`src/rtl/clock_period_meter.sv`:
```
// Measures the period and high time of an asynchronous input in i_clk cycles.
// Results leave on a valid/ready interface; a missing edge raises a sticky timeout.

`timescale 1ns/1ps

module clock_period_meter #(
    parameter int CNT_W       = 16,
    parameter int MAX_COUNT   = 65535,
    parameter int SYNC_STAGES = 2
) (
    input  logic             i_clk,
    input  logic             i_rst,
    input  logic             i_sig,
    input  logic             i_ready,
    output logic             o_valid,
    output logic [CNT_W-1:0] o_period,
    output logic [CNT_W-1:0] o_high,
    output logic             o_overrun,
    output logic             o_timeout
);

    localparam logic [CNT_W-1:0] MAX_CNT = CNT_W'(MAX_COUNT);
    localparam logic [CNT_W-1:0] ONE     = CNT_W'(1);

    typedef enum logic [1:0] {
        IDLE,
        ARM,
        HIGH,
        LOW
    } stateT;

    stateT r_state;
    stateT w_nextState;

    logic [SYNC_STAGES-1:0] r_sync;
    logic                   r_sPrev;
    logic                   w_s;
    logic                   w_rise;
    logic                   w_fall;

    logic [CNT_W-1:0] r_count;
    logic [CNT_W-1:0] r_highLat;
    logic             w_atMax;

    logic             r_valid;
    logic [CNT_W-1:0] r_period;
    logic [CNT_W-1:0] r_high;
    logic             r_overrun;
    logic             r_timeout;

    logic w_clearCount;
    logic w_startCount;
    logic w_countEn;
    logic w_latchHigh;
    logic w_load;
    logic w_timeoutSet;
    logic w_timeoutClr;

    // Both edges see the same synchronizer delay, so it cancels out of every measurement.
    always_ff @(posedge i_clk or negedge i_rst) begin
        if (!i_rst) begin
            r_sync  <= '0;
            r_sPrev <= 1'b0;
        end else begin
            r_sync  <= {r_sync[SYNC_STAGES-2:0], i_sig};
            r_sPrev <= w_s;
        end
    end

    assign w_s     = r_sync[SYNC_STAGES-1];
    assign w_rise  = w_s & ~r_sPrev;
    assign w_fall  = ~w_s & r_sPrev;
    assign w_atMax = (r_count == MAX_CNT);

    always_ff @(posedge i_clk or negedge i_rst) begin
        if (!i_rst) begin
            r_state <= IDLE;
        end else begin
            r_state <= w_nextState;
        end
    end

    always_comb begin
        w_nextState  = r_state;
        w_clearCount = 1'b0;
        w_startCount = 1'b0;
        w_countEn    = 1'b0;
        w_latchHigh  = 1'b0;
        w_load       = 1'b0;
        w_timeoutSet = 1'b0;
        w_timeoutClr = 1'b0;
        case (r_state)
            IDLE: begin
                // Waiting for a low level avoids a false rise when i_sig is high at start.
                w_clearCount = 1'b1;
                if (!w_s) begin
                    w_nextState = ARM;
                end
            end
            ARM: begin
                if (w_rise) begin
                    w_startCount = 1'b1;
                    w_timeoutClr = 1'b1;
                    w_nextState  = HIGH;
                end
            end
            HIGH: begin
                if (w_fall) begin
                    w_latchHigh = 1'b1;
                    w_countEn   = 1'b1;
                    w_nextState = LOW;
                end else if (w_atMax) begin
                    w_timeoutSet = 1'b1;
                    w_nextState  = IDLE;
                end else begin
                    w_countEn = 1'b1;
                end
            end
            LOW: begin
                if (w_rise) begin
                    w_load       = 1'b1;
                    w_startCount = 1'b1;
                    w_nextState  = HIGH;
                end else if (w_atMax) begin
                    w_timeoutSet = 1'b1;
                    w_nextState  = IDLE;
                end else begin
                    w_countEn = 1'b1;
                end
            end
            default: begin
                w_nextState = IDLE;
            end
        endcase
    end

    // Counter starts at 1 on a rise so that it equals the interval length at the next edge.
    always_ff @(posedge i_clk or negedge i_rst) begin
        if (!i_rst) begin
            r_count <= '0;
        end else if (w_clearCount) begin
            r_count <= '0;
        end else if (w_startCount) begin
            r_count <= ONE;
        end else if (w_countEn && !w_atMax) begin
            r_count <= r_count + ONE;
        end
    end

    always_ff @(posedge i_clk or negedge i_rst) begin
        if (!i_rst) begin
            r_highLat <= '0;
        end else if (w_latchHigh) begin
            r_highLat <= r_count;
        end
    end

    always_ff @(posedge i_clk or negedge i_rst) begin
        if (!i_rst) begin
            r_timeout <= 1'b0;
        end else if (w_timeoutSet) begin
            r_timeout <= 1'b1;
        end else if (w_timeoutClr) begin
            r_timeout <= 1'b0;
        end
    end

    // A load in the same cycle as an accept replaces the result without flagging an overrun.
    always_ff @(posedge i_clk or negedge i_rst) begin
        if (!i_rst) begin
            r_valid   <= 1'b0;
            r_period  <= '0;
            r_high    <= '0;
            r_overrun <= 1'b0;
        end else if (w_load) begin
            r_valid   <= 1'b1;
            r_period  <= r_count;
            r_high    <= r_highLat;
            r_overrun <= r_valid & ~i_ready;
        end else if (r_valid && i_ready) begin
            r_valid   <= 1'b0;
            r_overrun <= 1'b0;
        end
    end

    assign o_valid   = r_valid;
    assign o_period  = r_period;
    assign o_high    = r_high;
    assign o_overrun = r_overrun;
    assign o_timeout = r_timeout;

endmodule

```
`config.mk`:
```
export PLATFORM = sky130hd
export DESIGN_NAME = clock_period_meter
export DESIGN_NICKNAME = d
export VERILOG_FILES = /design/src/rtl/clock_period_meter.sv
export SDC_FILE = /design/constraint.sdc
export NUM_CORES = 1
export LEC_CHECK = 0
export ABC_AREA = 1
export ABC_CLOCK_PERIOD_IN_PS = 2850
export CORE_MARGIN = 4
export CORE_UTILIZATION = 30
export DETAILED_ROUTE_END_ITERATION = 10
export GPL_TIMING_DRIVEN = 0
export PLACE_DENSITY = 0.59
export SLEW_MARGIN = 10
export SYNTH_ARGS = -nofsm -noshare
export SYNTH_HDL_FRONTEND = slang
export SYNTH_SLANG_ARGS = --single-unit
```
`constraint.sdc`:
```
create_clock -name i_clk -period 2.85 [get_ports i_clk]
set_input_delay 0.7125 -clock i_clk [delete_from_list [all_inputs] [get_ports i_clk]]
set_output_delay 0.7125 -clock i_clk [all_outputs]
set_load 0.01 [all_outputs]
```
== Word-level counts from Yosys, hierarchy flattened ==
Cells that the tools add are included.

* Register bits after elaboration: 72
* Bits of input ports: 4
* Output and inout bits: 35
* Word-level logic and storage cells: 61

* $add $sub $neg: 1
* Eq/ne operators: 6
* Multiplexer cells: 29
* Bitwise gates (word level): 6
* Reduce and logical (&&, ||, !) cells: 9

{| class="wikitable"
|+ Operators with widths
! cell !! number
|-
| 2-to-1 mux 16 bit || 3
|-
| 2-to-1 mux 1 bit || 18
|-
| adder 16 x 1 -> 16 bit (second input constant) || 1
|-
| == test 16 bit (second input constant) || 1
|-
| 2-to-1 mux 2 bit || 5
|-
| case mux 2 bit (4 select lines) || 1
|-
| == test 2 bit (second input constant) || 2
|-
| inequality test 2 bit (second input constant) || 2
|-
| case mux 1 bit (2 select lines) || 2
|-
| nonzero test 2 bit || 2
|-
| bitwise AND 1 bit || 3
|-
| inverter 1 bit || 3
|-
| nonzero test 3 bit || 1
|-
| == test 2 x 1 -> 1 bit (second input constant) || 1
|-
| logical AND 1 bit || 2
|-
| zero test 2 bit || 1
|-
| AND reduction 2 bit || 1
|-
| OR reduction 2 bit || 1
|-
| zero test 1 bit || 1
|}

== Depth between registers and ports, before layout ==
* Depth in word-level cells: 8
* Depth in mapped cells: 10
* Mapped depth without buffers: 10

== Worst setup path after synthesis ==
No wires, ideal clock.

* Path type: register to register
* From: reg r_count[0]
* To: reg r_count[5]
* Setup time: 0.119 ns
* Arrival: 1.350 ns
* Data required time: 2.731 ns
* Setup slack: 1.381 ns
* Cell stages (with the launch flop): 11
* Path buffers: 1
* Period minus slack after synthesis: 1.469 ns
* Cell sequence: dfrtp_1 ha_1 nand2_1 nor2_2 nand2_2 nor2_4 nor2_4 nor2_8 buf_6 nand2_1 o21ai_2

* Cells in the longest elaborated chain, start to end: 6
* Elaborated cells on any way between the ends: 12
* Classes of those cells: 1 x add/sub; 1 x eq/ne; 7 x mux; 3 x reduce/logical

{| class="wikitable"
|+ Ends and longest elaborated chain
! item !! RTL line !! source
|-
| start, declared || 41 || <nowiki>logic [CNT_W-1:0] r_count;</nowiki>
|-
| start signal, assigned || 146 || <nowiki>r_count <= r_count + ONE;</nowiki>
|-
| branches (longest 6 deep; another with adder 16 x 1 -> 16 bit) || -- ||
|}

Several ways; the timed one is not identified. The select of a mux whose other input is x is not followed.
A chain may end at the register's enable or synchronous reset.

== Worst setup path after layout ==
* From: reg r_period[15] (netlist: o_period[15])
* To: out o_period[15]

{| class="wikitable"
|+ RTL lines
! item !! RTL line !! source
|-
| start, declared || 46 || <nowiki>logic [CNT_W-1:0] r_period;</nowiki>
|-
| start signal, assigned || 177 || <nowiki>r_period <= r_count;</nowiki>
|-
| end, declared || 16 || <nowiki>output logic [CNT_W-1:0] o_period,</nowiki>
|}

No word-level cell between the ends.

==> results summary <==
The clock net sink count came out at 72. The post-placement cell area is around 3700 sq um. The final routed wirelength across all metal layers came out at 6890 um. The via count of the first global-routing pass was between 2000 and 2500. The average via count per standard cell is between 4 and 5.

Fill cells in the final layout number about 1000. The average footprint of a synthesized cell is about 9.4 sq um. The met3 wirelength from detailed routing is slightly below 300 um. Grouping stages by cell kind, the critical path spends the most delay in buffers and inverters. The worst setup slack for register-to-register paths is ~1100 ps. The initial utilization of the core area, before any placement, comes to 0.306. Among all flip-flop cells after synthesis, the most frequent one is dfrtp_1.

The number of enable flip-flop cells after synthesis came out at 0. The post-CTS clock slew at the launch and capture registers of the worst setup and hold paths is approximately 70 ps. The leakage power summed over all cells came out at ~1.8 nW. The wire length of the first global-routing pass is about 12000 um. TritonCTS built the clock tree. The power density of the placed cells is between 700 and 800 nW/um^2. The commonest cells after synthesis are nand2_1 (86), dfrtp_1 (72), o21ai_0 (40), inv_1 (28), nand3_1 (24).

The synthesized design contains 72 register bits. STA classifies the critical path endpoint as a primary output. The depth of the CTS H-tree came out at 3. The maximum buffer depth of the clock tree came out at 2. Derived from the worst setup path, the maximum achievable clock frequency is 502 MHz. The transition at the pin with the smallest max-transition slack came out at about 550 ps. The pin count of the biggest net entering global routing is 54. The maximum single-stage delay on the critical path is approximately 560 ps. The path type of the worst setup path is reg2out. The critical path goes through clkdlybuf4s50_1. Yosys instantiated no cell more often than nand2_1.

The cell sitting at the root of the clock tree is a clkbuf_8. The number of distinct library cells after synthesis is 23. The number of DRC violations after detailed-routing iteration 0 came out at approximately 130.

Of all flip-flops after synthesis, the portion carrying an async set or reset was 1.00. The detail route stage leaves a number of antenna-violating nets equal to 0. The floorplan step defined a die boundary enclosing ~12000 sq um.

The sum of net half-perimeters after detailed placement is approximately 5100 um. Synthesis produced a netlist with a net count of ~340. The area growth from synthesis to layout is 26.5%. The data arrival at the endpoint of the critical path is between 1000 and 1500 ps. Setup repair after global routing left no endpoint under its margin. The highest layer touched by signal routing is met4. The die is approximately 110 um tall. The antenna diode count is 0. Wire segments on met2 add up to 3260 um in the final route. The total number of nets in the final design came out at around 390.

The endpoint of the most critical register-to-register path is r_count[10]$_DFFE_PN0P_. The fraction of layout cells with a size suffix above 1 is 0.147. The leftover overflow at the end of global routing is 0. The synthesized area came out at 3130 sq um.

The post-route standard cell area excluding fillers came out at around 4000 sq um. The core region is a little over 10000 sq um. The number of cells produced by synthesis is between 300 and 400. The setup TNS is 0 ps. In the post-synthesis netlist, the biggest area contributors are dfrtp_1 (58%), nand2_1 (10%), o21ai_0 (6.4%). The number of maximum-capacitance violations is 0. The tightest min-delay check is of the in2async type. The number of max-slew violations in the final report is 0.

The worst slew margin relative to its limit is 0.632. Along the worst path, the maximum fanout reaches 2. The detailed router put a total of around 3200 um of wire on met1. For the worst flop-to-flop path, the logic depth is 10.

The final critical delay including setup and external delays came out at around 2000 ps. The area taken by multi-input logic gates is 1170 sq um. The worst setup path is launched from a register. The worst register-to-register path begins at r_count[1]$_DFFE_PN0P_.

The combined buffer and inverter count along the critical path is 1. The flow ran to the end, and the final reports show no timing, DRC or antenna violations. The count of boundary I/O pins is 39. The count of endpoints failing setup in the final report came out at 0. The routed wire length per instance is ~13 um. The total number of vias is around 2400. Of the post-synthesis cell area, the dominant cell type holds 0.575. The weighted congestion at the end of routability-driven global placement came out at 0.846. The required time at the worst-slack endpoint is 2140 ps. The number of detailed-routing iterations run before antenna repair is 4. The site row count is 37. The number of hold buffers added after cts is 0. The number of antenna violations at the first check in global routing came to 0. The warning count from the yosys run is 0. The final hold slack is around 250 ps. The portion of the clock cycle consumed by the worst path in the final layout came out at 0.699.

The slowest stage of the critical path is the clkdlybuf4s50_1 cell. The number of buffer cells added on primary ports came out at 38. The sequential cells in the finished layout cover a total of 1800 sq um. The count of final hold-check violations is 0. The post-detailed-route DRC marker count is 0. The CTS buffer count is 9. Across the routed clock network, the largest skew measured is approximately 4.9 ps. In this run the horizontal extent of the chip is 110 um. Clock latency on the worst-skew pair, taken at its later pin, is about 340 ps. The number of buffers added for setup after CTS is 0. The register area share after synthesis is 0.575. The worst-case vdd ir drop came out at around 0.25 mV. The number of resized instances in the post-cts repair step came out at 0.

Across every metal layer, demand over resource in global routing totals 0.127. The synthesized design spends more area on one cell type than any other, namely dfrtp_1.
[kinds of logic after synthesis]
| family | count (synthesis) | synth area share |
|---|---|---|
| compound gates | 50 | 0.0843 |
| xor+xnor | 5 | 0.0140 |
| fa+ha+maj | 1 | 0.00399 |
| buf+inv | 41 | 0.0527 |
| flops | 72 | 0.575 |
| mux | 16 | 0.0575 |
| simple gates | 149 | 0.212 |
[layer usage]
metal,vias up,GRT usage
met4,0,0.0642
met5,-,0
met3,13,0.0309
met2,40,0.198
li1,1185,-
met1,1194,0.164
[cell usage in the layout, fill, tap and decap left out, types with 3 or more instances in the layout]
cell | synthesis | layout
nand2_1 | 86 | 86
dfrtp_1 | 72 | 72
o21ai_0 | 40 | 40
clkdlybuf4s50_1 | 0 | 37
inv_1 | 28 | 28
nand3_1 | 24 | 24
nor2_1 | 18 | 18
mux2_2 | 16 | 16
clkbuf_8 | 0 | 11
clkbuf_1 | 6 | 6
nor2_2 | 5 | 5
xor2_1 | 5 | 5
nand2_2 | 4 | 4
nand4_1 | 4 | 4
nor3_1 | 4 | 4
o21ai_1 | 4 | 4
nor2_4 | 3 | 3
buf_2 | 3 | 3
inv_2 | 3 | 3
o21ai_2 | 3 | 3
bufinv_16 | 0 | 3
[per-stage QoR]
| stage | instances | util | setup slack, ps | power [mW] |
|---|---|---|---|---|
| detailed placement | 509 | 0.362 | 1110 | 1.82 |
| global route | 525 | 0.387 | 813 | 2.94 |
| finish | 525 | 0.387 | 857 | 2.80 |
| global placement | 508 | 0.360 | -1520 | 1.80 |
| floorplan | 334 | - | 1380 | 1.56 |
| CTS | 525 | 0.387 | 831 | 2.83 |
[report_power, final]
group | internal (mW) | switching (mW)
Clock | 0.627 | 0.375
Sequential | 1.17 | 0.103
Combinational | 0.253 | 0.270
[state kept, by name, summed over array words and instances (netlist names)]
| name | flops |
|---|---|
| r_sPrev | 1 |
| r_sync | 2 |
| o_overrun | 1 |
| r_count | 16 |
| o_period | 16 |
| r_state | 2 |
| o_timeout | 1 |
| o_high | 16 |
| r_highLat | 16 |
| o_valid | 1 |
[cell type report]
class | instances | share of cell area
buffer | 10 | 0.0123
tap | 136 | 0.0429
inverter | 31 | 0.0294
multi-input combinational | 221 | 0.294
sequential | 72 | 0.455
clock buffer | 11 | 0.0382
clock inverter | 5 | 0.0259
timing repair buffer | 39 | 0.102
[worst max-delay path by stage]
stage | start | end | slack [ps] | cells past startpoint
floorplan | r_count[0]$_DFFE_PN0P_ | r_count[5]$_DFFE_PN0P_ | 1380 | 10
global placement | i_rst | o_high[11]$_DFFE_PN0P_ | -1520 | 1
detailed placement | r_count[1]$_DFFE_PN0P_ | r_count[10]$_DFFE_PN0P_ | 1110 | 10
CTS | o_period[15]$_DFFE_PN0P_ | o_period[15] | 830 | 1
global route | o_period[15]$_DFFE_PN0P_ | o_period[15] | 810 | 1
finish | o_period[15]$_DFFE_PN0P_ | o_period[15] | 860 | 1
Power figures use the tool's default switching activity.
